--- src/rtl/seg_disp_pkg.sv ---
// Shared definitions for the multiplexed 7-segment display controller.
//   Register map addresses, CTRL field positions, blank pin pattern and the
//   hex-nibble to segment decoder (active-high, bit order g..a).
package seg_disp_pkg;

  localparam logic [7:0] ADDR_CTRL     = 8'h00;
  localparam logic [7:0] ADDR_MODE     = 8'h01;
  localparam logic [7:0] ADDR_BLINK    = 8'h02;
  localparam logic [7:0] ADDR_STATUS   = 8'h03;
  localparam logic [7:0] ADDR_VAL_BASE = 8'h10;

  localparam int unsigned CTRL_EN_BIT     = 0;
  localparam int unsigned CTRL_BRIGHT_LSB = 4;
  localparam int unsigned BRIGHT_W        = 4;
  localparam logic [7:0]  CTRL_RESET      = 8'hF1;

  localparam logic [7:0] SEG_BLANK = 8'hFF;

  // Hex nibble to active-high segments {g,f,e,d,c,b,a}
  function automatic logic [6:0] hex_to_seg(input logic [3:0] nib);
    logic [6:0] seg;
    case (nib)
      4'h0:    seg = 7'h3F;
      4'h1:    seg = 7'h06;
      4'h2:    seg = 7'h5B;
      4'h3:    seg = 7'h4F;
      4'h4:    seg = 7'h66;
      4'h5:    seg = 7'h6D;
      4'h6:    seg = 7'h7D;
      4'h7:    seg = 7'h07;
      4'h8:    seg = 7'h7F;
      4'h9:    seg = 7'h6F;
      4'hA:    seg = 7'h77;
      4'hB:    seg = 7'h7C;
      4'hC:    seg = 7'h39;
      4'hD:    seg = 7'h5E;
      4'hE:    seg = 7'h79;
      default: seg = 7'h71;
    endcase
    return seg;
  endfunction

endpackage

--- src/rtl/seg_disp_scan.sv ---
// Scan timer for the display multiplexer.
//   Free-running slot counter, digit index, brightness phase compare,
//   anti-ghost blank on slot start and (with SEG_DISP_BLINK_EN) blink gating.
// Ports:
//   clk, reset        clock, async active-high reset
//   enable_i          display enable
//   bright_i          brightness level 0..15
//   blink_mask_i      per-digit blink enable (SEG_DISP_BLINK_EN builds only)
//   scan_idx_o        digit currently being scanned
//   slot_active_c_o   combinational: current digit should be driven this cycle
module seg_disp_scan
  import seg_disp_pkg::*;
#(
  parameter int unsigned NUM_DIGITS    = 4,
  parameter int unsigned SCAN_DIV_LOG2 = 10,
  parameter int unsigned BLINK_LOG2    = 24
) (
  input  logic                clk,
  input  logic                reset,
  input  logic                enable_i,
  input  logic [BRIGHT_W-1:0] bright_i,
`ifdef SEG_DISP_BLINK_EN
  input  logic [7:0]          blink_mask_i,
`endif
  output logic [2:0]          scan_idx_o,
  output logic                slot_active_c_o
);

  localparam int unsigned CNT_W    = SCAN_DIV_LOG2;
  localparam logic [2:0]  LAST_IDX = 3'(NUM_DIGITS - 1);

  if (SCAN_DIV_LOG2 < 4 || BLINK_LOG2 < 1) begin : g_param_check
    $error("seg_disp_scan: SCAN_DIV_LOG2 must be >= 4 and BLINK_LOG2 >= 1");
  end

  logic [CNT_W-1:0]    scan_cnt_q, scan_cnt_d;
  logic [2:0]          scan_idx_q, scan_idx_d;
  logic [BRIGHT_W-1:0] phase;
  logic                blink_off;

  // Slot counter wraps into the next digit
  always_comb begin
    scan_cnt_d = scan_cnt_q + CNT_W'(1);
    scan_idx_d = scan_idx_q;
    if (scan_cnt_q == '1) begin
      scan_idx_d = (scan_idx_q == LAST_IDX) ? 3'd0 : scan_idx_q + 3'd1;
    end
  end

  always_ff @(posedge clk or posedge reset) begin
    if (reset) begin
      scan_cnt_q <= '0;
      scan_idx_q <= '0;
    end else begin
      scan_cnt_q <= scan_cnt_d;
      scan_idx_q <= scan_idx_d;
    end
  end

`ifdef SEG_DISP_BLINK_EN
  localparam int unsigned BLINK_W = BLINK_LOG2 + 1;
  logic [BLINK_W-1:0] blink_cnt_q;

  always_ff @(posedge clk or posedge reset) begin
    if (reset) begin
      blink_cnt_q <= '0;
    end else begin
      blink_cnt_q <= blink_cnt_q + BLINK_W'(1);
    end
  end

  assign blink_off = blink_cnt_q[BLINK_LOG2] & blink_mask_i[scan_idx_q];
`else
  assign blink_off = 1'b0;
`endif

  // Top bits of the slot counter form the 16-level PWM phase
  assign phase = scan_cnt_q[CNT_W-1 -: BRIGHT_W];

  // Count 0 is the anti-ghost blank cycle between digits
  assign slot_active_c_o = enable_i && (scan_cnt_q != '0) &&
                           (phase <= bright_i) && !blink_off;
  assign scan_idx_o      = scan_idx_q;

endmodule

--- src/rtl/seg_disp_mux_ctrl.sv ---
// Local-bus slave driving a multiplexed bank of 7-segment digits.
//   Holds the register file, bus read/write logic, per-digit hex/raw decode
//   and the registered display pin drivers. Optional blink feature is built
//   when SEG_DISP_BLINK_EN is defined.
// Ports:
//   clk, reset            clock, async active-high reset
//   addr, cs, req, rnw    bus address/select/request/direction (1=read)
//   wr_data, rd_data      bus write data in, registered read data out
//   rdy                   req delayed by one clock
//   segments_             {dp,g,f,e,d,c,b,a}, active low
//   digit_enable_         one-hot-low digit select
module seg_disp_mux_ctrl
  import seg_disp_pkg::*;
#(
  parameter int unsigned NUM_DIGITS    = 4,
  parameter int unsigned SCAN_DIV_LOG2 = 10,
  parameter int unsigned BLINK_LOG2    = 24
) (
  input  logic                  clk,
  input  logic                  reset,
  input  logic [7:0]            addr,
  input  logic                  cs,
  input  logic                  req,
  input  logic                  rnw,
  input  logic [7:0]            wr_data,
  output logic [7:0]            rd_data,
  output logic                  rdy,
  output logic [7:0]            segments_,
  output logic [NUM_DIGITS-1:0] digit_enable_
);

  if (NUM_DIGITS < 1 || NUM_DIGITS > 8) begin : g_param_check
    $error("seg_disp_mux_ctrl: NUM_DIGITS must be 1..8");
  end

  localparam logic [8:0] DIGIT_ONE_HOT = 9'(1) << NUM_DIGITS;
  localparam logic [7:0] DIGIT_MASK    = 8'(DIGIT_ONE_HOT - 9'd1);
  localparam logic [3:0] NUM_DIGITS_L  = 4'(NUM_DIGITS);

  logic                  wr_c, rd_c, val_hit_c;
  logic                  en_q;
  logic [BRIGHT_W-1:0]   bright_q;
  logic [7:0]            mode_q;
  logic [7:0]            val_q [8];
  logic [2:0]            scan_idx;
  logic                  slot_active_c;
  logic [7:0]            cur_val_c;
  logic [6:0]            seg7_c;
  logic [7:0]            rd_data_q, rd_data_d;
  logic                  rdy_q;
  logic [7:0]            seg_q, seg_d;
  logic [NUM_DIGITS-1:0] den_q, den_d;

  assign wr_c      = cs & req & ~rnw;
  assign rd_c      = cs & req & rnw;
  assign val_hit_c = (addr[7:3] == ADDR_VAL_BASE[7:3]) &&
                     ({1'b0, addr[2:0]} < NUM_DIGITS_L);

  // Register file; MODE bits beyond the populated digits stay zero
  always_ff @(posedge clk or posedge reset) begin
    if (reset) begin
      en_q     <= CTRL_RESET[CTRL_EN_BIT];
      bright_q <= CTRL_RESET[CTRL_BRIGHT_LSB +: BRIGHT_W];
      mode_q   <= '0;
      for (int i = 0; i < 8; i++) val_q[i] <= '0;
    end else if (wr_c) begin
      if (addr == ADDR_CTRL) begin
        en_q     <= wr_data[CTRL_EN_BIT];
        bright_q <= wr_data[CTRL_BRIGHT_LSB +: BRIGHT_W];
      end
      if (addr == ADDR_MODE) mode_q <= wr_data & DIGIT_MASK;
      if (val_hit_c) val_q[addr[2:0]] <= wr_data;
    end
  end

`ifdef SEG_DISP_BLINK_EN
  logic [7:0] blink_q;

  always_ff @(posedge clk or posedge reset) begin
    if (reset) begin
      blink_q <= '0;
    end else if (wr_c && addr == ADDR_BLINK) begin
      blink_q <= wr_data & DIGIT_MASK;
    end
  end
`endif

  seg_disp_scan #(
    .NUM_DIGITS    (NUM_DIGITS),
    .SCAN_DIV_LOG2 (SCAN_DIV_LOG2),
    .BLINK_LOG2    (BLINK_LOG2)
  ) u_scan (
    .clk             (clk),
    .reset           (reset),
    .enable_i        (en_q),
    .bright_i        (bright_q),
`ifdef SEG_DISP_BLINK_EN
    .blink_mask_i    (blink_q),
`endif
    .scan_idx_o      (scan_idx),
    .slot_active_c_o (slot_active_c)
  );

  // Read mux: rd_data holds between reads, unmapped addresses return zero
  always_comb begin
    rd_data_d = rd_data_q;
    if (rd_c) begin
      rd_data_d = 8'h00;
      if (addr == ADDR_CTRL) begin
        rd_data_d = {bright_q, 3'b000, en_q};
      end else if (addr == ADDR_MODE) begin
        rd_data_d = mode_q;
`ifdef SEG_DISP_BLINK_EN
      end else if (addr == ADDR_BLINK) begin
        rd_data_d = blink_q;
`endif
      end else if (addr == ADDR_STATUS) begin
        rd_data_d = {5'b00000, scan_idx};
      end else if (val_hit_c) begin
        rd_data_d = val_q[addr[2:0]];
      end
    end
  end

  // Segment decode for the digit under scan
  always_comb begin
    cur_val_c = val_q[scan_idx];
    seg7_c    = mode_q[scan_idx] ? cur_val_c[6:0] : hex_to_seg(cur_val_c[3:0]);
    seg_d     = SEG_BLANK;
    den_d     = '1;
    if (slot_active_c) begin
      seg_d = ~{cur_val_c[7], seg7_c};
      den_d = ~(NUM_DIGITS'(1) << scan_idx);
    end
  end

  always_ff @(posedge clk or posedge reset) begin
    if (reset) begin
      rd_data_q <= '0;
      rdy_q     <= 1'b0;
      seg_q     <= SEG_BLANK;
      den_q     <= '1;
    end else begin
      rd_data_q <= rd_data_d;
      rdy_q     <= req;
      seg_q     <= seg_d;
      den_q     <= den_d;
    end
  end

  assign rd_data       = rd_data_q;
  assign rdy           = rdy_q;
  assign segments_     = seg_q;
  assign digit_enable_ = den_q;

endmodule

--- config.mk ---
export PLATFORM = sky130hd
export DESIGN_NAME = seg_disp_mux_ctrl
export DESIGN_NICKNAME = d
export VERILOG_FILES = /design/src/rtl/seg_disp_pkg.sv /design/src/rtl/seg_disp_scan.sv /design/src/rtl/seg_disp_mux_ctrl.sv
export SDC_FILE = /design/constraint.sdc
export NUM_CORES = 1
export LEC_CHECK = 0
export BUFFER_PORTS_ARGS = -buffer_cell sky130_fd_sc_hd__clkbuf_2
export CAP_MARGIN = 15
export CELL_PAD_IN_SITES_DETAIL_PLACEMENT = 0
export CELL_PAD_IN_SITES_GLOBAL_PLACEMENT = 1
export CORE_MARGIN = 10
export CORE_UTILIZATION = 45
export DETAILED_ROUTE_END_ITERATION = 8
export GPL_TIMING_DRIVEN = 0
export PLACE_DENSITY = 0.74
export SYNTH_ARGS = -nofsm -noshare
export SYNTH_HDL_FRONTEND = slang
export SYNTH_SLANG_ARGS = --single-unit
--- constraint.sdc ---
create_clock -name clk -period 9.05 [get_ports clk]
set_input_delay 0.905 -clock clk [delete_from_list [all_inputs] [get_ports clk]]
set_output_delay 0.905 -clock clk [all_outputs]
set_load 0.02 [all_outputs]
* Word level (Yosys, flattened, before mapping)
Memory sizes are Yosys's and may differ from the RTL's. Cells that the tools add are included. Widths: inputs -> output; s select.
Word-level totals: bits in registers 107, ROM bits 112, bits of input ports 21, output and inout bits 21, logic and storage cells 68, memories 1
Cells by class: add/subtract/negate cells 2, order comparisons 6, equal/unequal tests 5, shift-type cells 1, multiplexer cells 19, bitwise gates (word level) 8, reductions and logical operators 9
Memory list:
- (name not given) | words 16, bits a word 7, read ports 1, clocked after memory_dff 0, wr ports 0, RTL line seg_disp_pkg.sv:22 | case (nib)
Operators with widths (number):
- $mux 8 | 10
- $bwmux 64 | 1
- $bmux 8 s3 | 2
- $demux 8 s3 | 1
- $add 10x1->10 const B | 1
- $eq 10x10->1 const B | 1
- $reduce_bool 10->1 | 1
- $eq 8x1->1 const B | 1
- $eq 8x2->1 const B | 1
- $ge 4x4->1 const B | 2
- $logic_not 8->1 | 1
- $not 3->4 | 2
- $not 8->8 | 1
- $mux 7 | 1
- $reduce_and 2->1 | 3
- $eq 5x2->1 const B | 1
- $le 4x4->1 | 1
- $logic_and 1x1->1 | 4
- $lt 3x4->1 const B | 1
- $lt 4x1->1 const B | 1
- $mux 4 | 1
- $not 4->4 | 1
- $shl 1x3->4 const A | 1
- $add 3x1->3 const B | 1
- 7 further kinds | 9

* Depth between registers and ports, before layout
Gate-level depths: netlist (run 1).
depth in word-level cells 8, depth in mapped cells 10, depth with buffers taken out 8

* Hierarchy
A second synthesis (run 1) with hierarchy kept.
Unflattened totals: cells, all modules 382, area total of the unflattened synthesis 4723.3 um2
Modules (own cells, without submodules):
- seg_disp_mux_ctrl | instances 1, cells each 316, area an instance 4025.1 um2, sequential area each 2073.2 um2
- seg_disp_scan | instances 1, cells each 66, area an instance 698.2 um2, sequential area each 325.3 um2

* Worst setup path after synthesis (run 1)
Ideal clock, no wire load.
path type reg2reg, start reg u_scan.scan_idx_q[0] (netlist: u_scan.scan_idx_o[0]), end reg seg_q[0] (netlist: segments_[0]), arrival 2883 ps, data required time 8956 ps, path slack 6073 ps, stages on the path, launching flop included 10, path buffers 2, period minus slack after synthesis 2977 ps, cells stage by stage dfrtp_1 > clkbuf_1 > buf_2 > mux4_2 > mux2i_1 > inv_1 > ha_1 > inv_1 > o32ai_1 > or4b_1
Between the ends: longest elaborated chain between the ends 8, elaborated cells between the ends (all ways) 10, those cells by class mux (7); bitwise (2); memory (1)
Ends and longest elaborated chain:
- start: declaration | RTL line seg_disp_scan.sv:37 | logic [2:0] scan_idx_q, scan_idx_d;
- start signal: assignment | RTL line seg_disp_scan.sv:56 | scan_idx_q <= scan_idx_d;
- $not 3->4 (implied by the code) | RTL line seg_disp_mux_ctrl.sv:127 | cur_val_c = val_q[scan_idx];
- $bmux 8 s3 | RTL line seg_disp_mux_ctrl.sv:127
- $mux 8 (implied by the code) (2 in series) | RTL line seg_disp_mux_ctrl.sv:127
- $mem_v2 16x7
- $mux 7 * | RTL line seg_disp_mux_ctrl.sv:128 | seg7_c = mode_q[scan_idx] ? cur_val_c[6:0] : hex_to_seg(cur_val_c[3:0]);
- $not 8->8 * | RTL line seg_disp_mux_ctrl.sv:132 | seg_d = ~{cur_val_c[7], seg7_c};
- $mux 8 * | RTL line seg_disp_mux_ctrl.sv:131 | if (slot_active_c) begin
- via seg_d[0] | RTL line seg_disp_mux_ctrl.sv:51 | logic [7:0] seg_q, seg_d;
- end signal: assignment | RTL line seg_disp_mux_ctrl.sv:146 | seg_q <= seg_d;
- end: declaration | RTL line seg_disp_mux_ctrl.sv:51
Mark *: on every way through the listed nets, which the timed path passes. The rest lies on a longest branch. The select of a mux whose other input is x is not followed. A chain may end at the register's enable or synchronous reset.

* Worst setup path in the final report (run 1)
Same ends and word-level chain as after synthesis.

==> summary.md, run 1 <==
| Metric | Value |
|---|---|
| Area share of and/or/nand/nor cells after synthesis | `under 10%` |
| H-tree depth | `3` |
| Nets | `471` |
| Clock transition at the registers of the reported paths | `0.09 ns` |
| Finished Layout Cells | `575` |
| #FFs+latches synth | `95` |
| YS warnings | `0` |
| TNS Setup | `0 ns` |
| PD cells | `between 100 and 150 nW/um2` |
| DP Area | `5120 um2` |
| Grt total ovfl | `0` |
| Post-synth cell types | `48` |
| Max Cap Viol | `0` |
| Worst Skew | `0.0101 ns` |
| Core area | `10300 um2` |
| Status | `completed` |
| Top FF cell, synth | `dfrtp_1` |
| Mapped Nets | `418` |
| First-pass DRT Iterations | `4` |
| CP required | `9.31 ns` |
| Max_slew headroom | `52.2%` |
| Clock Tree Root | `clkbuf_8` |
| Buffers on Ports | `40` |
| Largest net degree at the start of global routing | `74` |
| Number of global-route vias before repair | `around 3200` |
| Routability congestion estimate | `0.826` |
| Worst-path fanout max | `10` |
| Fin area | `5330 um2` |
| Routed wire length | `9980 um` |
| Mean Syn Cell Area | `12.4 um2` |
| Dpl hpwl | `7240 um` |
| Routed wire per std cell | `17.4 um` |
| Post-CTS setup buffer count | `0` |
| Post-CTS Hold Fix Bufs | `0` |
| Total GRT Usage | `14.1%` |
| Via/cell ratio | `~5.3` |
| Layout cells sized above 1 | `about a third` |
| Die W | `roughly 120 um` |
| Worst hold path class | `flop to flop` |
| Post-route ant nets | `0` |
| Longest Clk Path Bufs | `2` |
| First-pass GRT wire length | `approximately 17000 um` |
| Asr flop ratio synth | `100%` |
| Number of placed I/O pins | `42` |
| Compound-cell area share of the yosys netlist | `under 10%` |
| Worst-Skew Late Latency | `0.35 ns` |
| RSZ-0062 raised after global routing | `false` |
| Initial Util | `between 40% and 50%` |
| WHS | `0.458 ns` |
| Die Ht | `122 um` |
| XOR/XNOR Fraction of Synth Area | `1.49%` |
| Total die area | `~15000 um2` |
| Vias | `slightly above 3000` |
| Mux cell area share after synthesis | `22.0%` |
| Post-synthesis sequential area ratio | `51.0%` |
| Measured slew at the worst slew-check pin | `0.717 ns` |
| Adder-cell share of the synthesized area | `around 4.3%` |
| Starting DRC count in detailed routing | `between 150 and 200` |
| Diode count | `0` |
| Placed insts | `559` |
| Max-slew violations | `0` |
| Synthesized area | `4710 um2` |
| Crit path capture type | `flop` |
| Layout overhead on the synthesized area | `13.2%` |
| Critical path arrival | `4.03 ns` |
| Antenna violations before repair | `0` |
| Max Clk Rate | `265 MHz` |
| Synth Instances | `381` |
| VDD IR max | `0.0000673 V` |
| CTS Buf Count | `9` |
| # rows | `37` |
| Largest family of logic cells by synthesized area | `multiplexers` |
| Final setup viols | `0` |
| CTS Sinks | `95` |
| Final period util | `41.7%` |
| Tmin final | `3.77 ns` |
| Startpoint types | `flop` |
| Crit path kind | `flop to flop` |
| Leak | `2.48 nW` |
| Post-synth EDFFs | `0` |
| CTS tree | `built` |
| Post-CTS Resized | `0` |
| DRC Markers | `0` |
| Final Hold Viols | `0` |
| Fill cells | `949` |
stage by stage:
step	setup slack [ns]	util [%]	total power (W)
global placement	4.61	49.4	0.000470
floorplan	5.70	-	0.000457
finish	5.28	51.8	0.000754
detailed placement	5.21	49.8	0.000472
CTS	5.21	51.8	0.000765
global route	5.02	51.8	0.000788
critical path: stages (launching register included):
cell,delay [ns]
dfrtp_1,0.39
clkbuf_1,0.45
buf_2,0.45
mux4_2,0.62
mux2i_1,0.55
inv_1,0.18
ha_1,0.30
inv_1,0.09
o32ai_1,0.09
or4b_1,0.55
cell type report:
class | instances | area (um2) | area share (%)
Inverter | 18 | 70.1 | 1.32
Clock inverter | 4 | 52.6 | 0.987
Timing Repair Buffer | 42 | 239 | 4.49
Multi-Input combinational cell | 232 | 2080 | 39.1
Sequential cell | 95 | 2400 | 45.0
Clock buffer | 12 | 155 | 2.91
Tap cell | 136 | 170 | 3.19
Buffer | 36 | 156 | 2.94
cells by family after synthesis:
kind of cell,count (synthesis)
multiplexers,69
AND/OR/NAND/NOR,88
buffers and inverters,54
adder cells (fa/ha/maj),16
AO/OA/AOI/OAI,51
flip-flops,95
XOR/XNOR,8
cells in the mapped netlist (5+ instances only):
| cell type | number | share of area (%) |
|---|---|---|
| nand2_1 | 30 | 2.4 |
| mux4_2 | 21 | 10 |
| mux2_4 | 8 | 2.6 |
| ha_1 | 16 | 4.3 |
| inv_1 | 18 | 1.4 |
| mux2i_1 | 5 | 1.1 |
| and2b_1 | 5 | 0.80 |
| nand3_1 | 13 | 1.4 |
| a21oi_1 | 14 | 1.5 |
| nor2_1 | 12 | 0.96 |
| o21ai_0 | 15 | 1.6 |
| nor3_1 | 5 | 0.53 |
| dfstp_2 | 17 | 9.5 |
| mux2_2 | 35 | 8.4 |
| xnor2_1 | 5 | 0.93 |
| dfrtp_1 | 78 | 41 |
| clkbuf_1 | 31 | 2.5 |
| o211ai_1 | 5 | 0.80 |
layer usage:
metal  vias to the layer above  wire (um)  track usage (%)
met3                         8        296             2.30
met2                        50       5020             23.4
met1                      1559       4570             18.8
li1                       1459          -                -
met4                         0         96             4.20
met5                         -          0                0
final timing paths:
check                                startpoint      endpoint  slack, ns  cells after the start
max                        u_scan.scan_idx_o[0]  segments_[0]       5.28                      9
min                                   val_q[18]     val_q[18]       0.46                      1
max reg2reg                u_scan.scan_idx_o[0]  segments_[0]       5.28                      9
min reg2reg                           val_q[18]     val_q[18]       0.46                      1
max in group asynchronous                 reset   bright_q[3]       7.87                      3
min in group asynchronous                 reset     val_q[25]       0.50                      2
placed cells by master (no fill, tap or decap), types with 14 or more instances in the layout:
master / n
ha_1: 16
mux2_2: 35
nand2_1: 30
dfstp_2: 17
mux4_2: 21
clkbuf_2: 40
inv_1: 17
dfrtp_1: 78
o21ai_0: 15
clkbuf_1: 32
a21oi_1: 14
where the power goes:
part,switching (W),internal (W),leakage [nW],total [W]
clock,0.000146,0.000144,0.107,0.000291
combinational,0.0000221,0.0000119,1.12,0.0000340
sequential,0.00000152,0.000428,1.25,0.000429
total,0.000170,0.000584,2.48,0.000754
flip-flops by register name (all words and copies together), names as in the netlist, 3 cells and up:
signal             count
u_scan.scan_cnt_q     10
bright_q               4
u_scan.scan_idx_o      3
segments_              8
mode_q                 4
rd_data                8
val_q                 52
digit_enable_          4
No activity file was read; power rests on OpenSTA's default activity.
==> run 2: changes to the inputs <==
CORE_UTILIZATION = 43   (was 45)
clock period = 3.15 ns   (was 9.05 ns; I/O delays follow)
==> run 2 against run 1 <==
  * Worst hold slack worse by 0.45 ns
  * Combinational power rose to 2.9 times the previous value
  * Critical path depth unchanged
  * Total power rose to 2.9 times the previous value
  * Sequential power rose to 2.9 times the previous value
  * Clock power rose to 2.8 times the previous value
==> summary.md, run 2 (synthesized netlist as in run 1, its figures left out) <==
| Metric | Value |
|---|---|
| Max Clk Rate | `340 MHz` |
| Fin area | `5340 um2` |
| Buffers on Ports | `40` |
| Max Cap Viol | `0` |
| Post-CTS Resized | `6` |
| Layout cells sized above 1 | `34.9%` |
| Crit-path cells | `clkbuf_2 > buf_6 > mux4_2 > mux2i_4 > inv_1 > ha_1 > inv_1 > o32ai_1 > or4b_1` |
| Total GRT Usage | `14.0%` |
| Crit path kind | `flop to flop` |
| VDD IR max | `about 0.00022 V` |
| Most used cell, CP | `inv_1` |
| Crit path capture type | `flop` |
| DRC Markers | `0` |
| Largest regs | `val_q: 52 flops, u_scan.scan_cnt_q: 10 flops` |
| Worst-path fanout max | `10` |
| CTS Sinks | `95` |
| Dpl hpwl | `roughly 7600 um` |
| TNS Setup | `0 ns` |
| Total die area | `approximately 16000 um2` |
| CTS tree | `built` |
| Die W | `125 um` |
| Nets | `roughly 470` |
| Die Ht | `about 120 um` |
| DP Area | `a little over 5000 um2` |
| Max_slew headroom | `49.6%` |
| Max reg flops | `52` |
| Clock Tree Root | `clkbuf_8` |
| Final design utilization | `around 49%` |
| Antenna violations before repair | `0` |
| First-pass GRT wire length | `17700 um` |
| # rows | `38` |
| Core area | `between 10000 and 15000 um2` |
| Initial Util | `43.6%` |
| Final period util | `93.3%` |
| Via/cell ratio | `5.40` |
| PD cells | `403 nW/um2` |
| Post-CTS Hold Fix Bufs | `0` |
| Most frequent cells in the layout | `dfrtp_1 (78), clkbuf_2 (43), mux2_2 (35)` |
| Number of placed I/O pins | `42` |
| Routability congestion estimate | `between 0.8 and 0.9` |
| Final setup viols | `0` |
| Layout overhead on the synthesized area | `13.4%` |
| Vias | `3127` |
| Starting DRC count in detailed routing | `176` |
| Biggest register | `val_q` |
| Tmin final | `2.94 ns` |
| CTS Buf Count | `9` |
| Grt total ovfl | `0` |
| Routed wire length | `10500 um` |
| Number of global-route vias before repair | `3236` |
| Startpoint types | `flop` |
| H-tree depth | `3` |
| Status | `completed` |
| Worst Skew | `0.0104 ns` |
| Crit path largest cell delay | `roughly 0.57 ns` |
| Final Hold Viols | `0` |
| Worst hold path class | `input pin to asynchronous set/reset pin` |
| Post-CTS setup buffer count | `0` |
| Measured slew at the worst slew-check pin | `0.756 ns` |
| Largest net degree at the start of global routing | `50` |
| Post-route ant nets | `0` |
| Leak | `2.47 nW` |
| Routed wire per std cell | `18.1 um` |
| Critical path arrival | `3.22 ns` |
| RSZ-0062 raised after global routing | `false` |
| Worst-Skew Late Latency | `approximately 0.37 ns` |
| First-pass DRT Iterations | `4` |
| Longest Clk Path Bufs | `2` |
| Diode count | `0` |
| Crit-path slowest cell | `mux4_2` |
| Max-slew violations | `0` |
| CP required | `3.43 ns` |
| Clock transition at the registers of the reported paths | `0.10 ns` |
| Most common cell after layout, fill and taps aside | `dfrtp_1` |
[run 2: cell count changes in the layout (fill, tap and decap cells not counted), sizes merged]
| cell | before | now |
|---|---|---|
| buf | 6 | 7 |
| clkbuf | 83 | 80 |
| clkdlybuf4s15 | 1 | 0 |
| clkinv | 2 | 3 |
| clkinvlp | 0 | 2 |
[run 2: cell type report]
| cell class | count | area [um2] |
|---|---|---|
| repair buffers | 42 | 233 |
| inverters | 18 | 70.1 |
| well taps | 140 | 175 |
| clock buffers | 9 | 124 |
| clock inverters | 7 | 72.6 |
| plain buffers | 36 | 166 |
| flip-flops and latches | 95 | 2400 |
| fillers | 966 | 5460 |
| multi-input cells | 232 | 2100 |
[run 2: stage by stage]
step | total power [W] | worst slack, ns | std cells | hold WS [ns]
detailed placement | 0.00136 | -0.498 | 563 | 0.432
CTS | 0.00216 | 0.103 | 579 | 0.0308
finish | 0.00215 | 0.211 | 579 | 0.00941
floorplan | 0.00131 | 0.173 | 381 | 0.346
global placement | 0.00135 | -0.663 | 561 | 0.434
global route | 0.00223 | 0.00707 | 579 | 0.0621
[run 2: report_power, final]
group          switching [W]  internal (W)  total (W)
clock               0.000449      0.000368   0.000818
combinational      0.0000642     0.0000344  0.0000986
sequential        0.00000445       0.00123    0.00123
total               0.000518       0.00163    0.00215
[run 2: worst paths after layout]
check	from	end	slack (ns)	cells past startpoint
max in group asynchronous	reset	segments_[1]	2.43	3
setup / recovery	u_scan.scan_idx_o[0]	segments_[0]	0.21	9
setup reg to reg	u_scan.scan_idx_o[0]	segments_[0]	0.21	9
hold reg to reg	val_q[18]	val_q[18]	0.46	1
min in group clk	req	rdy	0.09	1
hold / removal	reset	val_q[34]	0.009	2
[run 2: critical path: cells and delay by family (launching register included)]
family                     cells  cell delay [ns]
AOI/OAI and AO/OA              1             0.10
DFF                            1             0.38
and+or+nand+nor                1             0.55
muxes                          2             0.82
buffers and inverters          4             0.74
adders and majority gates      1             0.26
[run 2: metal layers]
| metal | part of all wire [%] | global-route usage, % | wire [um] |
|---|---|---|---|
| met1 | 48 | 18.9 | 5060 |
| met3 | 4.2 | 3.28 | 441 |
| met4 | 1.6 | 5.14 | 170 |
| met2 | 46 | 21.5 | 4780 |
| met5 | 0 | 0 | 0 |
==> run 3: changes to the inputs <==
BUFFER_PORTS_ARGS = unset   (was -buffer_cell sky130_fd_sc_hd__clkbuf_2)
CORE_UTILIZATION = 45   (was 43)
DONT_BUFFER_PORTS = 1   (was unset)
PLACE_DENSITY = 0.72   (was 0.74)
==> run 3 against run 2 <==
  * Total power fell by 1.9%
  * Clock-buffer cell count grew 3
  * Sequential cell count unchanged
  * Combinational power decreased by 24%
  * Critical path type unchanged
==> summary.md, run 3 (synthesized netlist as in run 1, its figures left out) <==
| Metric | Value |
|---|---|
| Status | `completed` |
| WP buf/inv | `4` |
| Startpoint types | `flop` |
| Combinational fraction of design power | `3.6%` |
| Biggest register | `val_q` |
| Total die area | `15000 um2` |
| Grt total ovfl | `0` |
| CP required | `3.42 ns` |
| Diode count | `0` |
| DP Area | `around 5000 um2` |
| Overall power | `0.00211 W` |
| Number of global-route vias before repair | `~3000` |
| Number of placed I/O pins | `42` |
| Crit-path cells | `buf_2 > buf_6 > mux4_2 > mux2i_4 > inv_1 > ha_1 > inv_1 > o32ai_1 > or4b_1` |
| First-pass DRT Iterations | `4` |
| Clock transition at the registers of the reported paths | `0.09 ns` |
| H-tree depth | `3` |
| Die W | `122 um` |
| Measured slew at the worst slew-check pin | `0.684 ns` |
| Clk pwr share | `a little under two fifths` |
| Internal power | `0.00164 W` |
| Worst hold path class | `input pin to flop` |
| Via/cell ratio | `roughly 5.5` |
| Routability congestion estimate | `0.825` |
| Final setup viols | `0` |
| Worst-path fanout max | `10` |
| CTS Sinks | `95` |
| Most frequent cells in the layout | `dfrtp_1 (78), mux2_2 (35), clkbuf_1 (30), nand2_1 (30), mux4_2 (21)` |
| Crit path largest cell delay | `around 0.61 ns` |
| Vias | `2965` |
| Sequential power share | `58.6%` |
| CTS tree | `built` |
| Layout cells sized above 1 | `27.7%` |
| RSZ-0062 raised after global routing | `false` |
| Crit path kind | `flop to flop` |
| Longest Clk Path Bufs | `2` |
| Worst Skew | `between 0.01 and 0.015 ns` |
| Family with the most delay on the worst path | `multiplexers` |
| Layout overhead on the synthesized area | `9.30%` |
| Crit-path slowest cell | `mux4_2` |
| Max reg flops | `52` |
| # rows | `37` |
| Max-slew violations | `0` |
| CTS Buf Count | `9` |
| Final design utilization | `50.1%` |
| Antenna violations before repair | `0` |
| Largest regs | `val_q: 52 flops, u_scan.scan_cnt_q: 10 flops` |
| Nets | `433` |
| Die Ht | `~120 um` |
| Final Hold Viols | `0` |
| VDD IR max | `0.000233 V` |
| Switching share of power | `between 20% and 30%` |
| TNS Setup | `0 ns` |
| Pre-CTS setup slack | `-0.483 ns` |
| Most common cell after layout, fill and taps aside | `dfrtp_1` |
| Fill cells | `919` |
| Clock Tree Root | `clkbuf_8` |
| Initial Util | `45.8%` |
| Net Sw Power | `around 0.00047 W` |
| Worst-Skew Late Latency | `roughly 0.35 ns` |
| Fin area | `5140 um2` |
| Final WS setup | `0.210 ns` |
| Tmin final | `2.94 ns` |
| Max_slew headroom | `54.1%` |
| Post-route ant nets | `0` |
| Final period util | `a little over 90%` |
| Dpl hpwl | `just over 7000 um` |
| Total GRT Usage | `around 14%` |
| DRC Markers | `0` |
| Max Cap Viol | `0` |
| Starting DRC count in detailed routing | `161` |
| Largest net degree at the start of global routing | `53` |
| Routed wire length | `between 10000 and 15000 um` |
| Buffers on Ports | `0` |
| PD cells | `410 nW/um2` |
| Leak | `2.32 nW` |
| Critical path arrival | `3.21 ns` |
| Most used cell, CP | `inv_1` |
| Core area | `10300 um2` |
| Routed wire per std cell | `between 15 and 20 um` |
| Max Clk Rate | `340 MHz` |
| Crit path capture type | `flop` |
| First-pass GRT wire length | `16000 um` |
==> run 3: area by class of cell <==
cell class | instances | area (um2) | area share [%]
Clock buffer | 12 | 145 | 2.82
Multi-Input combinational cell | 232 | 2100 | 40.8
Buffer | 36 | 166 | 3.23
Timing Repair Buffer | 4 | 52.6 | 1.02
Sequential cell | 95 | 2400 | 46.6
Inverter | 18 | 70.1 | 1.36
Tap cell | 136 | 170 | 3.31
Clock inverter | 4 | 45.0 | 0.875
==> run 3: per-stage QoR <==
stage | hold slack [ns] | instances
after floorplan | 0.346 | 381
after global placement | 0.347 | 517
after detailed placement | 0.296 | 518
after CTS | 0.0511 | 536
after global routing | 0.0679 | 537
final | 0.0626 | 537
==> run 3: what timing repair did <==
item	CTS	global route
setup buffers	0	0
endpoints found under the hold margin	32	0
hold buffers	2	0
setup endpoints to repair	6	2
resized for setup	5	3
==> run 3: worst paths after layout <==
check / slack (ns) / from / cells after the start / to
min reg2reg: 0.45 / val_q[2] / 1 / val_q[2]
min in group asynchronous: 0.51 / reset / 2 / val_q[1]
max: 0.21 / u_scan.scan_idx_o[0] / 9 / segments_[0]
max reg2reg: 0.21 / u_scan.scan_idx_o[0] / 9 / segments_[0]
max in group asynchronous: 1.94 / reset / 3 / bright_q[1]
min: 0.06 / wr_data[7] / 2 / bright_q[3]
==> run 3: power groups by stage <==
| stage | Combinational (W) | Clock (W) | Sequential (W) |
|---|---|---|---|
| final | 0.0000750 | 0.000797 | 0.00124 |
| after global routing | 0.0000848 | 0.000878 | 0.00124 |
| after CTS | 0.0000775 | 0.000818 | 0.00124 |
| after detailed placement | 0.0000751 | 0 | 0.00126 |
| after global placement | 0.0000693 | 0 | 0.00126 |
| after floorplan | 0.0000538 | 0 | 0.00126 |
==> run 3: layer usage <==
metal / wire length (um) / global-route usage, % / vias up
met5: 0 / 0 / -
met4: 101 / 3.68 / 0
met3: 412 / 3.40 / 13
met2: 4910 / 21.8 / 46
met1: 4660 / 18.6 / 1526
li1: - / - / 1380
